[config.mk]
export PLATFORM = sky130hd
export DESIGN_NAME = vec_calc_seq
export DESIGN_NICKNAME = d
export VERILOG_FILES = /design/src/rtl/vec_calc_seq.sv
export SDC_FILE = /design/constraint.sdc
export NUM_CORES = 1
export LEC_CHECK = 0
export BUFFER_PORTS_ARGS = -buffer_cell sky130_fd_sc_hd__buf_2
export CELL_PAD_IN_SITES_DETAIL_PLACEMENT = 1
export CELL_PAD_IN_SITES_GLOBAL_PLACEMENT = 2
export CORE_ASPECT_RATIO = 0.6
export CORE_MARGIN = 8
export CORE_UTILIZATION = 35
export CTS_CLUSTER_DIAMETER = 100
export DETAILED_ROUTE_END_ITERATION = 16
export PLACE_DENSITY_LB_ADDON = 0.1
export REMOVE_ABC_BUFFERS = 1
export SYNTH_ARGS = -nofsm -noshare
export SYNTH_HDL_FRONTEND = slang
export SYNTH_SLANG_ARGS = --single-unit
[constraint.sdc]
create_clock -name clk -period 11.9 [get_ports clk]
set_input_delay 1.785 -clock clk [delete_from_list [all_inputs] [get_ports clk]]
set_output_delay 1.785 -clock clk [all_outputs]
set_load 0.1 [all_outputs]
[src/rtl/vec_calc_seq.sv]
// vec_calc_seq: element-wise vector sequencer (read A, read B, compute, write)
// sharing a single-port scratch SRAM with the host path; host accesses always win.
module vec_calc_seq #(
  parameter int AW = 13,
  parameter int DW = 32
) (
  input  logic          clk,
  input  logic          rst,
  input  logic          start,
  input  logic          abort,
  input  logic          done_clr,
  input  logic [AW-1:0] cfg_len,
  input  logic [1:0]    cfg_op,
  input  logic [AW-1:0] src_a_base,
  input  logic [AW-1:0] src_b_base,
  input  logic [AW-1:0] dst_base,
  input  logic          host_wr_en,
  input  logic [AW-1:0] host_wr_addr,
  input  logic [DW-1:0] host_wr_data,
  input  logic          host_rd_en,
  input  logic [AW-1:0] host_rd_addr,
  output logic [DW-1:0] host_rd_data,
  output logic          sram_en,
  output logic          sram_we,
  output logic [AW-1:0] sram_addr,
  output logic [DW-1:0] sram_wdata,
  input  logic [DW-1:0] sram_rdata,
  output logic          busy,
  output logic          done,
  output logic [AW-1:0] elem_cnt
);

  localparam logic [2:0] IDLE = 3'd0;
  localparam logic [2:0] RD_A = 3'd1;
  localparam logic [2:0] RD_B = 3'd2;
  localparam logic [2:0] CALC = 3'd3;
  localparam logic [2:0] WR   = 3'd4;
  localparam logic [2:0] DONE = 3'd5;
  localparam logic [AW-1:0] ONE = AW'(1);

  logic [2:0]    state_r, state_nxt_s;
  logic [AW-1:0] len_r, a_base_r, b_base_r, d_base_r, idx_r, elem_cnt_r;
  logic [1:0]    op_r;
  logic          done_r, a_pend_r, b_pend_r;
  logic [DW-1:0] op_a_r, op_b_r, result_r, op_a_s, op_b_s;
  logic          eng_req_s, eng_we_s, grant_s, accept_s;
  logic [AW-1:0] eng_addr_s;

  function automatic logic [DW-1:0] calc_op(input logic [1:0] op,
                                            input logic [DW-1:0] a,
                                            input logic [DW-1:0] b);
    case (op)
      2'd0:    calc_op = a + b;
      2'd1:    calc_op = a - b;
      2'd2:    calc_op = a ^ b;
      2'd3:    calc_op = (a > b) ? a : b;
      default: calc_op = '0;
    endcase
  endfunction

  assign host_rd_data = sram_rdata;
  assign busy         = (state_r != IDLE);
  assign done         = done_r;
  assign elem_cnt     = elem_cnt_r;
  assign grant_s      = eng_req_s & ~host_wr_en & ~host_rd_en;
  assign accept_s     = (state_r == IDLE) & start & ~abort;
  // B read data is still on the bus during CALC, so forward it into the ALU
  assign op_a_s       = a_pend_r ? sram_rdata : op_a_r;
  assign op_b_s       = b_pend_r ? sram_rdata : op_b_r;

  // Engine port request derived from the current state
  always_comb begin
    eng_req_s  = 1'b0;
    eng_we_s   = 1'b0;
    eng_addr_s = '0;
    case (state_r)
      RD_A: begin
        eng_req_s  = 1'b1;
        eng_addr_s = a_base_r + idx_r;
      end
      RD_B: begin
        eng_req_s  = 1'b1;
        eng_addr_s = b_base_r + idx_r;
      end
      WR: begin
        eng_req_s  = 1'b1;
        eng_we_s   = 1'b1;
        eng_addr_s = d_base_r + idx_r;
      end
      default: begin
        eng_req_s  = 1'b0;
        eng_we_s   = 1'b0;
        eng_addr_s = '0;
      end
    endcase
  end

  // SRAM port mux: host write, then host read, then engine
  always_comb begin
    sram_en    = 1'b0;
    sram_we    = 1'b0;
    sram_addr  = '0;
    sram_wdata = '0;
    if (host_wr_en) begin
      sram_en    = 1'b1;
      sram_we    = 1'b1;
      sram_addr  = host_wr_addr;
      sram_wdata = host_wr_data;
    end else if (host_rd_en) begin
      sram_en    = 1'b1;
      sram_addr  = host_rd_addr;
    end else if (eng_req_s) begin
      sram_en    = 1'b1;
      sram_we    = eng_we_s;
      sram_addr  = eng_addr_s;
      sram_wdata = eng_we_s ? result_r : '0;
    end else begin
      sram_en    = 1'b0;
    end
  end

  // Next-state logic; abort returns to IDLE from anywhere
  always_comb begin
    state_nxt_s = state_r;
    if (abort) begin
      state_nxt_s = IDLE;
    end else begin
      case (state_r)
        IDLE:    state_nxt_s = start ? ((cfg_len == '0) ? DONE : RD_A) : IDLE;
        RD_A:    state_nxt_s = grant_s ? RD_B : RD_A;
        RD_B:    state_nxt_s = grant_s ? CALC : RD_B;
        CALC:    state_nxt_s = WR;
        WR:      state_nxt_s = grant_s ? ((idx_r == len_r - ONE) ? DONE : RD_A) : WR;
        DONE:    state_nxt_s = IDLE;
        default: state_nxt_s = IDLE;
      endcase
    end
  end

  // Job state, datapath registers and status flags
  always_ff @(posedge clk) begin
    if (rst) begin
      state_r    <= IDLE;
      len_r      <= '0;
      op_r       <= 2'd0;
      a_base_r   <= '0;
      b_base_r   <= '0;
      d_base_r   <= '0;
      idx_r      <= '0;
      elem_cnt_r <= '0;
      done_r     <= 1'b0;
      a_pend_r   <= 1'b0;
      b_pend_r   <= 1'b0;
      op_a_r     <= '0;
      op_b_r     <= '0;
      result_r   <= '0;
    end else begin
      state_r  <= state_nxt_s;
      a_pend_r <= (state_r == RD_A) & grant_s & ~abort;
      b_pend_r <= (state_r == RD_B) & grant_s & ~abort;
      if (a_pend_r) op_a_r <= sram_rdata;
      if (b_pend_r) op_b_r <= sram_rdata;
      if (state_r == CALC) result_r <= calc_op(op_r, op_a_s, op_b_s);
      if (accept_s) begin
        len_r      <= cfg_len;
        op_r       <= cfg_op;
        a_base_r   <= src_a_base;
        b_base_r   <= src_b_base;
        d_base_r   <= dst_base;
        idx_r      <= '0;
        elem_cnt_r <= '0;
      end else if ((state_r == WR) && grant_s) begin
        // a granted write still lands under abort, so it is counted
        idx_r      <= idx_r + ONE;
        elem_cnt_r <= elem_cnt_r + ONE;
      end
      if ((state_r == DONE) && !abort) begin
        done_r <= 1'b1;
      end else if (done_clr || accept_s) begin
        done_r <= 1'b0;
      end
    end
  end

endmodule

# After elaboration in Yosys (flattened, before gate mapping)
# Index checks and enable logic that the tools add are counted.
[totals]
elab_cells = 85
register_bits = 182
input_bits = 151
out_inout_bits = 94
[op_classes]
n_addsub = 8
n_lt_le_gt_ge = 1
eq_ne = 9
bitwise_logic = 12
reduce_logical = 12
n_mux = 29
[ops]
columns = ["op", "count"]
rows = [
  ["$mux W32", 7],
  ["$pmux W32 S4", 1],
  ["$add A13 B13 Y13", 3],
  ["$mux W13", 3],
  ["$pmux W13 S3", 1],
  ["$add A32 B32 Y32", 1],
  ["$gt A32 B32 Y1", 1],
  ["$sub A32 B32 Y32", 1],
  ["$xor A32 B32 Y32", 1],
  ["$add A13 B1 Y13 const B", 2],
  ["$pmux W3 S5", 1],
  ["$eq A13 B13 Y1", 1],
  ["$logic_not A13 Y1", 1],
  ["$sub A13 B1 Y13 const B", 1],
  ["$mux W3", 4],
  ["$mux W1", 11],
  ["$and A1 B1 Y1", 8],
  ["$eq A3 B2 Y1 const B", 2],
  ["$eq A3 B3 Y1 const B", 2],
  ["$eq A2 B2 Y1 const B", 2],
  ["$reduce_or A2 Y1", 2],
  ["$eq A3 B1 Y1 const B", 1],
  ["$logic_not A3 Y1", 1],
  ["$not A1 Y1", 3],
  ["other kinds (9)", 10],
]

# Longest topological paths before layout
# Gate-level depths: netlist of the first run.
[depth]
depth_word = 7
mapped_depth = 19
ltp_nobuf = 15

# Worst setup path before layout of the first run
# OpenSTA, ideal clock, no wires.
[synth_path]
kind = "reg2out"
start = "register state_r[1]"
end = "output port sram_addr[12]"
stages_incl_launch_ff = 19
required_time_ns = 10.115
arrival_time_ns = 5.060
path_slack_ns = 5.055
n_path_buf = 3
cell_sequence = "dfxtp_1 clkbuf_1 inv_2 or3_1 clkbuf_1 clkbuf_1 o22ai_1 a21oi_1 ha_1 fa_1 a21o_1 a21oi_1 nor2b_1 o21a_1 o41ai_1 o21a_1 o21ai_1 xnor2_1 o221ai_1"
[synth_via]
elab_chain_len = 6
word_cells_on_any_way = 9
classes_between = "eq/ne: 3; mux: 5; reduce/logical: 1"
[synth_lines]
columns = ["item", "line_no", "source"]
rows = [
  ["start: declaration", "41", "logic [2:0] state_r, state_nxt_s;"],
  ["start signal: assignment", "158", "state_r <= state_nxt_s;"],
  ["$eq A3 B1 Y1 (tied with other cells)", "76", "case (state_r)"],
  ["$reduce_or A3 Y1 (no line)", "n/a", ""],
  ["$mux W1", "76", ""],
  ["$mux W13 (*)", "112", "end else if (eng_req_s) begin"],
  ["$mux W13 (*)", "109", "end else if (host_rd_en) begin"],
  ["$mux W13 (*)", "104", "if (host_wr_en) begin"],
  ["end: declaration", "25", "output logic [AW-1:0] sram_addr,"],
]
# Mark *: on every way between the ends. The rest lies on a longest branch, timed or not.

# Worst setup path after layout of the first run
[layout_path]
start = "register state_r[1]"
end = "output port sram_addr[10]"
# Same word-level chain as after synthesis.

==> flow_summary.html, run 1 <==
<table>
<tr><th>Metric</th><th>Value</th></tr>
<tr><th colspan="2">Drt</th></tr>
<tr><td>Average detailed-routed wire length per instance</td><td>between 20 and 25 µm</td></tr>
<tr><td>WL final</td><td>between 50000 and 60000 µm</td></tr>
<tr><td>Remaining antenna violation count</td><td>0</td></tr>
<tr><td>Initial drt markers</td><td>between 1000 and 1500</td></tr>
<tr><td>Total vias in the final route</td><td>13720</td></tr>
<tr><td>DR pass1 iterations</td><td>5</td></tr>
<tr><td>Vias per cell</td><td>around 5.6</td></tr>
<tr><td>DR DRC count</td><td>0</td></tr>
<tr><th colspan="2">Synthesis</th></tr>
<tr><td>Post-synthesis cell type count</td><td>88</td></tr>
<tr><td>Most common flop cell mapped by yosys</td><td>sky130_fd_sc_hd__dfxtp_1</td></tr>
<tr><td>Simple-Gate Fraction of Synth Area</td><td>19.04%</td></tr>
<tr><td>Synth Cell Area</td><td>0.01339 mm²</td></tr>
<tr><td>Library cell with the highest instance count after synthesis</td><td>sky130_fd_sc_hd__a21oi_1</td></tr>
<tr><td>Synth Area in XOR/XNOR</td><td>4.907%</td></tr>
<tr><td>Gate count of the mapped netlist</td><td>between 1500 and 2000</td></tr>
<tr><td>Flip-flop and latch count after synthesis</td><td>182</td></tr>
<tr><td>Share of synthesized area occupied by flip-flops and latches</td><td>27.21%</td></tr>
<tr><td>Post-synth ARST share</td><td>0%</td></tr>
<tr><td>Post-synthesis share of cell area spent on full adders, half adders and majority gates</td><td>slightly below 8%</td></tr>
<tr><td>Proportion of netlist area held by the largest area contributor</td><td>27.21%</td></tr>
<tr><td>Combinational family with the most area after synthesis</td><td>compound AO/OA/AOI/OAI gates</td></tr>
<tr><td>Largest cells by area after synthesis</td><td>sky130_fd_sc_hd__dfxtp_1 27%, sky130_fd_sc_hd__a21oi_1 7.7%, sky130_fd_sc_hd__ha_1 7.3%</td></tr>
<tr><td>Synth top cells by count</td><td>205 x sky130_fd_sc_hd__a21oi_1, 199 x sky130_fd_sc_hd__nor2_1, 182 x sky130_fd_sc_hd__dfxtp_1</td></tr>
<tr><td>Yosys warning total</td><td>0</td></tr>
<tr><td>Fraction of the mapped netlist area in compound gates</td><td>26.33%</td></tr>
<tr><td>Number of flops mapped to enable cells by yosys</td><td>0</td></tr>
<tr><td>Synthesized area per cell</td><td>7.496 µm²</td></tr>
<tr><td>Cell type contributing the most total cell area after synthesis</td><td>sky130_fd_sc_hd__dfxtp_1</td></tr>
<tr><td>Multiplexer area fraction after synthesis</td><td>roughly 6.1%</td></tr>
<tr><th colspan="2">Clock network</th></tr>
<tr><td>Clock tree from TritonCTS</td><td>built</td></tr>
<tr><td>Post-CTS setup buffer count</td><td>0</td></tr>
<tr><td>Total clock buffers created by CTS</td><td>17</td></tr>
<tr><td>Clock buffer depth</td><td>2</td></tr>
<tr><td>Clock input transition at the sequential cells of the worst setup and hold paths</td><td>0.08 ns</td></tr>
<tr><td>Number of H-tree branching levels</td><td>4</td></tr>
<tr><td>Post-cts repair resize count</td><td>0</td></tr>
<tr><td>Clock net sink count</td><td>roughly 180</td></tr>
<tr><td>CTS Hold Buffers Added</td><td>0</td></tr>
<tr><td>Clk Latency, worst-skew pair</td><td>0.46 ns</td></tr>
<tr><td>CTS root buf</td><td>sky130_fd_sc_hd__clkbuf_16</td></tr>
<tr><th colspan="2">Timing</th></tr>
<tr><td>TNS Setup</td><td>0 ns</td></tr>
<tr><td>Final critical path time including I/O delays and setup</td><td>6.905 ns</td></tr>
<tr><td>Hold violation total from the final report</td><td>0</td></tr>
<tr><td>Slew @ Worst Pin</td><td>1.136 ns</td></tr>
<tr><td>Final setup skew</td><td>approximately 0.022 ns</td></tr>
<tr><td>Final setup fails</td><td>0</td></tr>
<tr><td>Maximum clock frequency</td><td>0.1448 GHz</td></tr>
<tr><td>Worst hold slack</td><td>0.4690 ns</td></tr>
<tr><td>Unrepaired setup endpoints after global routing</td><td>false</td></tr>
<tr><td>Fin crit share</td><td>58.03%</td></tr>
<tr><td>Final-report max-slew violation count</td><td>0</td></tr>
<tr><td>Normalized max-slew margin</td><td>24.30%</td></tr>
<tr><th colspan="2">Worst setup path</th></tr>
<tr><td>Worst-path fanout max</td><td>16</td></tr>
<tr><td>Data required time at the worst endpoint</td><td>10.12 ns</td></tr>
<tr><td>CP startpoint kind</td><td>register</td></tr>
<tr><td>Arrival time at the worst endpoint</td><td>a little over 5 ns</td></tr>
<tr><td>Endpoint of the worst-slack reg-to-reg timing path</td><td>result_r[9]</td></tr>
<tr><td>Number of cells on the worst reg-to-reg path</td><td>14</td></tr>
<tr><td>Capturing element type of the critical path</td><td>output pin</td></tr>
<tr><td>Kind of critical path</td><td>register to output pin</td></tr>
<tr><td>Internal reg-to-reg setup slack</td><td>about 6.8 ns</td></tr>
<tr><td>Startpoint of the worst-slack reg-to-reg timing path</td><td>a_pend_r</td></tr>
<tr><th colspan="2">Power and ir drop</th></tr>
<tr><td>Final Power</td><td>0.001604 W</td></tr>
<tr><td>Proportion of total power due to net switching</td><td>36.42%</td></tr>
<tr><td>Internal Power</td><td>0.001020 W</td></tr>
<tr><td>Switching power</td><td>between 0.0005 and 0.0006 W</td></tr>
<tr><td>Largest voltage drop on the vdd net</td><td>0.09250 mV</td></tr>
<tr><td>Relative contribution of sequential cells to total power</td><td>approximately two fifths</td></tr>
<tr><td>Reported leakage power</td><td>around 6.8 nW</td></tr>
<tr><td>Portion of total power attributed to combinational logic</td><td>22.8%</td></tr>
<tr><td>Cell area power density</td><td>104.8 mW/mm²</td></tr>
<tr><td>Clk network pwr share</td><td>38.0%</td></tr>
<tr><th colspan="2">Place</th></tr>
<tr><td>Instance area at placement</td><td>0.01469 mm²</td></tr>
<tr><td>Count of buffers from port buffering</td><td>244</td></tr>
<tr><td>HPWL Detailed</td><td>41070 µm</td></tr>
<tr><td>Routability-driven placement congestion ratio</td><td>0.9055</td></tr>
<tr><th colspan="2">Floorplan</th></tr>
<tr><td>Standard-cell rows</td><td>between 50 and 60</td></tr>
<tr><td>Die height</td><td>between 150 and 200 µm</td></tr>
<tr><td>Total core area</td><td>0.03771 mm²</td></tr>
<tr><td>Number of top-level pins</td><td>245</td></tr>
<tr><td>Initial core utilization</td><td>35.50%</td></tr>
<tr><td>X dimension of the die</td><td>268.5 µm</td></tr>
<tr><td>Area of the die</td><td>0.04497 mm²</td></tr>
<tr><th colspan="2">GRT</th></tr>
<tr><td>Pin count of the biggest net entering global routing</td><td>57</td></tr>
<tr><td>Initial antenna violation count</td><td>2</td></tr>
<tr><td>Overall track demand over capacity in global routing</td><td>23.43%</td></tr>
<tr><td>Via count of the first global-routing pass</td><td>13550</td></tr>
<tr><td>Global-route wire length before repair</td><td>around 83000 µm</td></tr>
<tr><td>GR Overflow Total</td><td>0</td></tr>
<tr><th colspan="2">Worst hold path</th></tr>
<tr><td>Worst hold path class</td><td>register to register</td></tr>
<tr><td>Cells on Worst Hold Path</td><td>2</td></tr>
<tr><td>Hold EP</td><td>b_base_r[4]</td></tr>
<tr><td>Launch instance of the worst min-delay path</td><td>b_base_r[4]</td></tr>
<tr><th colspan="2">Finish</th></tr>
<tr><td>Net total in the final layout</td><td>roughly 2100</td></tr>
<tr><td>Area growth from synthesis to layout</td><td>14.36%</td></tr>
<tr><td>Non-Filler Cell Area, Final</td><td>0.01531 mm²</td></tr>
<tr><td>Share of cells above drive strength 1</td><td>approximately 17%</td></tr>
<tr><td>Final core utilization</td><td>40.60%</td></tr>
<tr><th colspan="2">Status</th></tr>
<tr><td>Status</td><td>complete, no violations</td></tr>
<tr><th colspan="2">Flow run</th></tr>
<tr><td>Max-cap check violation count</td><td>0</td></tr>
</table>
==> worst max path at each step <==
stage | startpoint | end | slack, ns | cells after the start
2_1_floorplan | state_r[1] | sram_addr[12] | 5.22 | 15
3_3_place_gp | state_r[1] | sram_addr[10] | 5.70 | 16
3_5_place_dp | state_r[1] | sram_addr[12] | 5.52 | 16
4_1_cts | state_r[1] | sram_addr[12] | 5.00 | 16
5_1_grt | state_r[1] | sram_addr[10] | 4.68 | 16
6_report | state_r[1] | sram_addr[10] | 4.99 | 16
==> cell families after synthesis <==
group	Yosys count
fa+ha+maj	81
compound gates	543
flops	182
xor+xnor	75
buf+inv	264
mux	79
simple gates	562
==> layout by cell type, fill, tap and decap left out, types with 10 or more instances in the layout <==
cell type                     n
sky130_fd_sc_hd__o21ai_0     57
sky130_fd_sc_hd__nand4_1     19
sky130_fd_sc_hd__buf_2      243
sky130_fd_sc_hd__nor4_1      13
sky130_fd_sc_hd__ha_1        78
sky130_fd_sc_hd__a21o_1      13
sky130_fd_sc_hd__nor2b_1     17
sky130_fd_sc_hd__o21ai_1     21
sky130_fd_sc_hd__inv_1      105
sky130_fd_sc_hd__xor2_1      39
sky130_fd_sc_hd__a22o_1      33
sky130_fd_sc_hd__mux2i_1     69
sky130_fd_sc_hd__dfxtp_1    179
sky130_fd_sc_hd__nor2_1     198
sky130_fd_sc_hd__a211oi_1    27
sky130_fd_sc_hd__a311oi_1    10
sky130_fd_sc_hd__o21a_1      11
sky130_fd_sc_hd__nand2_1    180
sky130_fd_sc_hd__o211ai_1    15
sky130_fd_sc_hd__nand2b_1    10
sky130_fd_sc_hd__or3_1       14
sky130_fd_sc_hd__xnor2_1     36
sky130_fd_sc_hd__clkbuf_16   17
sky130_fd_sc_hd__buf_4       23
sky130_fd_sc_hd__nand3_1     29
sky130_fd_sc_hd__nor3_1      37
sky130_fd_sc_hd__a31oi_1     16
sky130_fd_sc_hd__o21bai_1    13
sky130_fd_sc_hd__a21oi_1    205
sky130_fd_sc_hd__o22ai_1     34
sky130_fd_sc_hd__a221oi_1    12
==> critical path, stage by stage (launching register included) <==
cell and delay (ns):
sky130_fd_sc_hd__dfxtp_1 0.55, sky130_fd_sc_hd__inv_2 0.24, sky130_fd_sc_hd__or3_1 0.66, sky130_fd_sc_hd__o22ai_1 0.22, sky130_fd_sc_hd__a21oi_1 0.08, sky130_fd_sc_hd__ha_1 0.23, sky130_fd_sc_hd__fa_1 0.41, sky130_fd_sc_hd__a21o_1 0.18
sky130_fd_sc_hd__a21oi_1 0.22, sky130_fd_sc_hd__nor2b_1 0.08, sky130_fd_sc_hd__o21a_1 0.19, sky130_fd_sc_hd__o41ai_1 0.52, sky130_fd_sc_hd__o21a_1 0.26, sky130_fd_sc_hd__xnor2_1 0.13, sky130_fd_sc_hd__a221oi_1 0.09, sky130_fd_sc_hd__a21oi_1 0.16
sky130_fd_sc_hd__buf_2 0.44
==> layer usage <==
| metal | vias to the layer above | part of all wire [%] | GRT usage (%) |
|---|---|---|---|
| li1 | 6570 | - | - |
| met1 | 6695 | 52 | 36.46 |
| met2 | 411 | 40 | 32.52 |
| met3 | 40 | 6.6 | 4.418 |
| met4 | 0 | 1.3 | 4.901 |
| met5 | - | 0 | 0 |
==> per-stage QoR <==
| stage | setup slack [ns] | cells |
|---|---|---|
| after floorplan | 5.221 | 1631 |
| after global placement | 5.705 | 2410 |
| after detailed placement | 5.521 | 2410 |
| after CTS | 4.998 | 2442 |
| after global routing | 4.681 | 2443 |
| final | 4.995 | 2443 |
==> power groups by stage <==
| stage | clock network (W) | registers [W] | logic, W |
|---|---|---|---|
| floorplan | 0 | 0.000641 | 0.000197 |
| global placement | 0 | 0.000643 | 0.000358 |
| finish | 0.000610 | 0.000629 | 0.000365 |
| detailed placement | 0 | 0.000643 | 0.000363 |
| global route | 0.000648 | 0.000630 | 0.000388 |
| CTS | 0.000627 | 0.000628 | 0.000364 |
==> state kept, by name, summed over array words and instances, names as in the netlist <==
register and cells:
elem_cnt 13, a_pend_r 1, b_pend_r 1, done 1, op_r 2, result_r 32, op_b_r 32, state_r 3
b_base_r 13, idx_r 13, op_a_r 32, d_base_r 13, a_base_r 13, len_r 13
==> area by class of cell <==
type / instances / area, µm²
flip-flops and latches: 182 / 3647
well taps: 513 / 641.9
diodes: 1 / 2.502
fillers: 4706 / 22400
repair buffers: 266 / 1389
inverters: 109 / 409.1
multi-input cells: 1340 / 8600
clock buffers: 18 / 439.2
clock inverters: 14 / 181.4
Note: power is estimated with default switching activity, not from simulation.
==> run 2: changes to the inputs <==
--- a/config.mk
+++ b/config.mk
@@ -10,7 +10,7 @@
 export CELL_PAD_IN_SITES_GLOBAL_PLACEMENT = 2
 export CORE_ASPECT_RATIO = 0.6
 export CORE_MARGIN = 8
-export CORE_UTILIZATION = 35
+export CORE_UTILIZATION = 29
 export CTS_CLUSTER_DIAMETER = 100
 export DETAILED_ROUTE_END_ITERATION = 16
 export PLACE_DENSITY_LB_ADDON = 0.1
==> constraint.sdc (replaced) <==
create_clock -name clk -period 6.3 [get_ports clk]
set_input_delay 0.945 -clock clk [delete_from_list [all_inputs] [get_ports clk]]
set_output_delay 0.945 -clock clk [all_outputs]
set_load 0.1 [all_outputs]
==> run 2 against run 1 <==
Sequential cell count is the same. Clock power up 85%. Clock-buffer cell count down 1. Via count decreased by 0.63%. Sequential power increased by 89%. Non-clock buffer count grew 2. Combinational power up 91%. Critical path depth stayed put. Global-route usage down 2.5 points.
==> flow_summary.html, run 2 (synthesis gave the netlist of run 1 again) <==
<table>
<tr><th>Metric</th><th>Value</th></tr>
<tr><th colspan="2">Status</th></tr>
<tr><td>Status</td><td>complete, no violations</td></tr>
<tr><th colspan="2">Finish</th></tr>
<tr><td>Leading registers by flop count</td><td>op_a_r: 32 flops, op_b_r: 32 flops, result_r: 32 flops</td></tr>
<tr><td>Area growth from synthesis to layout</td><td>15.46%</td></tr>
<tr><td>N_diodes</td><td>0</td></tr>
<tr><td>Number of filler instances in the final layout</td><td>approximately 5700</td></tr>
<tr><td>Commonest cells after routing, fill and taps aside</td><td>243 x sky130_fd_sc_hd__buf_2, 205 x sky130_fd_sc_hd__a21oi_1, 197 x sky130_fd_sc_hd__nor2_1</td></tr>
<tr><td>Net total in the final layout</td><td>2150</td></tr>
<tr><td>Most common library cell in the layout ignoring fill and taps</td><td>sky130_fd_sc_hd__buf_2</td></tr>
<tr><td>Share of cells above drive strength 1</td><td>17.41%</td></tr>
<tr><th colspan="2">Drt</th></tr>
<tr><td>DR pass1 iterations</td><td>7</td></tr>
<tr><td>WL final</td><td>57300 µm</td></tr>
<tr><td>Total vias in the final route</td><td>13630</td></tr>
<tr><td>Vias per cell</td><td>5.324</td></tr>
<tr><td>Remaining antenna violation count</td><td>0</td></tr>
<tr><td>Average detailed-routed wire length per instance</td><td>22.38 µm</td></tr>
<tr><td>Initial drt markers</td><td>roughly 890</td></tr>
<tr><td>DR DRC count</td><td>0</td></tr>
<tr><th colspan="2">Timing</th></tr>
<tr><td>Normalized max-slew margin</td><td>17.04%</td></tr>
<tr><td>Hold violation total from the final report</td><td>0</td></tr>
<tr><td>Slew @ Worst Pin</td><td>roughly 1.2 ns</td></tr>
<tr><td>Final critical path time including I/O delays and setup</td><td>5.913 ns</td></tr>
<tr><td>Final-report max-slew violation count</td><td>0</td></tr>
<tr><td>Fin crit share</td><td>93.86%</td></tr>
<tr><td>TNS Setup</td><td>0 ns</td></tr>
<tr><td>Maximum clock frequency</td><td>0.1691 GHz</td></tr>
<tr><td>Unrepaired setup endpoints after global routing</td><td>false</td></tr>
<tr><td>Final setup skew</td><td>0.02565 ns</td></tr>
<tr><td>Final setup fails</td><td>0</td></tr>
<tr><th colspan="2">Clock network</th></tr>
<tr><td>Number of H-tree branching levels</td><td>4</td></tr>
<tr><td>CTS root buf</td><td>sky130_fd_sc_hd__clkbuf_16</td></tr>
<tr><td>Total clock buffers created by CTS</td><td>17</td></tr>
<tr><td>Clock tree from TritonCTS</td><td>built</td></tr>
<tr><td>Clock net sink count</td><td>182</td></tr>
<tr><td>Clock buffer depth</td><td>2</td></tr>
<tr><td>CTS Hold Buffers Added</td><td>0</td></tr>
<tr><td>Clk Latency, worst-skew pair</td><td>0.46 ns</td></tr>
<tr><td>Clock input transition at the sequential cells of the worst setup and hold paths</td><td>0.08 ns</td></tr>
<tr><th colspan="2">Worst setup path</th></tr>
<tr><td>Arrival time at the worst endpoint</td><td>4.97 ns</td></tr>
<tr><td>CP startpoint kind</td><td>register</td></tr>
<tr><td>Kind of critical path</td><td>register to output pin</td></tr>
<tr><td>Capturing element type of the critical path</td><td>output pin</td></tr>
<tr><td>Data required time at the worst endpoint</td><td>between 5 and 6 ns</td></tr>
<tr><td>Worst-path fanout max</td><td>16</td></tr>
<tr><th colspan="2">Floorplan</th></tr>
<tr><td>Number of top-level pins</td><td>roughly 250</td></tr>
<tr><td>Standard-cell rows</td><td>~60</td></tr>
<tr><td>Initial core utilization</td><td>29.14%</td></tr>
<tr><td>X dimension of the die</td><td>293.4 µm</td></tr>
<tr><td>Area of the die</td><td>about 0.054 mm²</td></tr>
<tr><td>Total core area</td><td>0.04595 mm²</td></tr>
<tr><td>Die height</td><td>182.4 µm</td></tr>
<tr><th colspan="2">Power and ir drop</th></tr>
<tr><td>Clk network pwr share</td><td>37.5%</td></tr>
<tr><td>Proportion of total power due to net switching</td><td>36.74%</td></tr>
<tr><td>Cell area power density</td><td>just under 200 mW/mm²</td></tr>
<tr><td>Reported leakage power</td><td>6.817 nW</td></tr>
<tr><td>Final Power</td><td>0.003013 W</td></tr>
<tr><td>Largest voltage drop on the vdd net</td><td>0.1809 mV</td></tr>
<tr><td>Portion of total power attributed to combinational logic</td><td>between 20% and 30%</td></tr>
<tr><td>Switching power</td><td>0.001107 W</td></tr>
<tr><td>Relative contribution of sequential cells to total power</td><td>39.3%</td></tr>
<tr><td>Internal Power</td><td>0.001906 W</td></tr>
<tr><th colspan="2">Place</th></tr>
<tr><td>Routability-driven placement congestion ratio</td><td>0.8768</td></tr>
<tr><td>HPWL Detailed</td><td>43230 µm</td></tr>
<tr><td>Count of buffers from port buffering</td><td>244</td></tr>
<tr><th colspan="2">Worst hold path</th></tr>
<tr><td>Worst hold path class</td><td>register to register</td></tr>
<tr><th colspan="2">GRT</th></tr>
<tr><td>Initial antenna violation count</td><td>1</td></tr>
<tr><td>Via count of the first global-routing pass</td><td>13770</td></tr>
<tr><td>Overall track demand over capacity in global routing</td><td>20.96%</td></tr>
<tr><td>Global-route wire length before repair</td><td>87680 µm</td></tr>
<tr><td>GR Overflow Total</td><td>0</td></tr>
<tr><td>Pin count of the biggest net entering global routing</td><td>71</td></tr>
<tr><th colspan="2">Flow run</th></tr>
<tr><td>Max-cap check violation count</td><td>0</td></tr>
</table>
-- run 2: area by class of cell --
type                            instances  area (µm²)  area share [%]
Inverter                              109       409.1           2.647
Clock inverter                         14       161.4           1.044
Clock buffer                           17       425.4           2.752
Multi-Input combinational cell       1340        8610           55.70
Sequential cell                       182        3647           23.60
Timing Repair Buffer                  268        1416           9.163
Tap cell                              630       788.3           5.100
-- run 2: critical path, cell delays in order (launching register included) --
cell and delay [ns]:
sky130_fd_sc_hd__dfxtp_1 0.55, sky130_fd_sc_hd__inv_2 0.24, sky130_fd_sc_hd__or3_1 0.65, sky130_fd_sc_hd__o22ai_1 0.23
sky130_fd_sc_hd__a21oi_1 0.07, sky130_fd_sc_hd__ha_1 0.24, sky130_fd_sc_hd__fa_1 0.41, sky130_fd_sc_hd__a21o_1 0.17
sky130_fd_sc_hd__a21oi_1 0.22, sky130_fd_sc_hd__nor2b_1 0.07, sky130_fd_sc_hd__o21a_1 0.20, sky130_fd_sc_hd__o41ai_2 0.38
sky130_fd_sc_hd__o21a_1 0.24, sky130_fd_sc_hd__xnor2_1 0.12, sky130_fd_sc_hd__a221oi_1 0.09, sky130_fd_sc_hd__a21oi_1 0.17
sky130_fd_sc_hd__buf_2 0.45
-- run 2: through the flow --
| step | worst slack (ns) | utilization [%] | hold WS, ns | instances | instance area, µm² |
|---|---|---|---|---|---|
| final | 0.3869 | 33.64 | 0.4664 | 2560 | 15460 |
| after global routing | 0.06108 | 33.64 | 0.4931 | 2560 | 15460 |
| after CTS | 0.1994 | 33.63 | 0.4711 | 2560 | 15450 |
| after detailed placement | 0.7060 | 32.35 | 0.4594 | 2529 | 14860 |
| after global placement | 0.8531 | 32.35 | 0.4489 | 2529 | 14860 |
| after floorplan | 0.4608 | - | 0.4207 | 1631 | 12630 |
-- run 2: final timing paths --
path | startpoint | endpoint | slack, ns | cells past startpoint
max reg2reg | b_pend_r | result_r[30] | 1.51 | 12
max | state_r[1] | sram_addr[10] | 0.39 | 16
min reg2reg | b_base_r[9] | b_base_r[9] | 0.47 | 2
min | b_base_r[9] | b_base_r[9] | 0.47 | 2
-- run 2: layer usage --
metal / global-route usage (%) / routed length [µm] / up-vias
li1: - / - / 6574
met1: 33.35 / 31070 / 6679
met2: 28.85 / 22310 / 340
met3: 3.616 / 3204 / 35
met4: 3.542 / 699 / 2
met5: 0 / 12 / -
-- run 2: repair_timing --
action	in CTS	in global routing
endpoints found under the setup margin	0	2
gates resized for setup	0	1
setup buffers	0	0
-- run 2: power groups by stage --
stage               sequential, W  clock, W  combinational [W]
detailed placement        0.00121         0           0.000693
floorplan                 0.00121         0           0.000371
global route              0.00119   0.00122           0.000743
finish                    0.00119   0.00113           0.000697
global placement          0.00121         0           0.000687
CTS                       0.00119   0.00117           0.000695
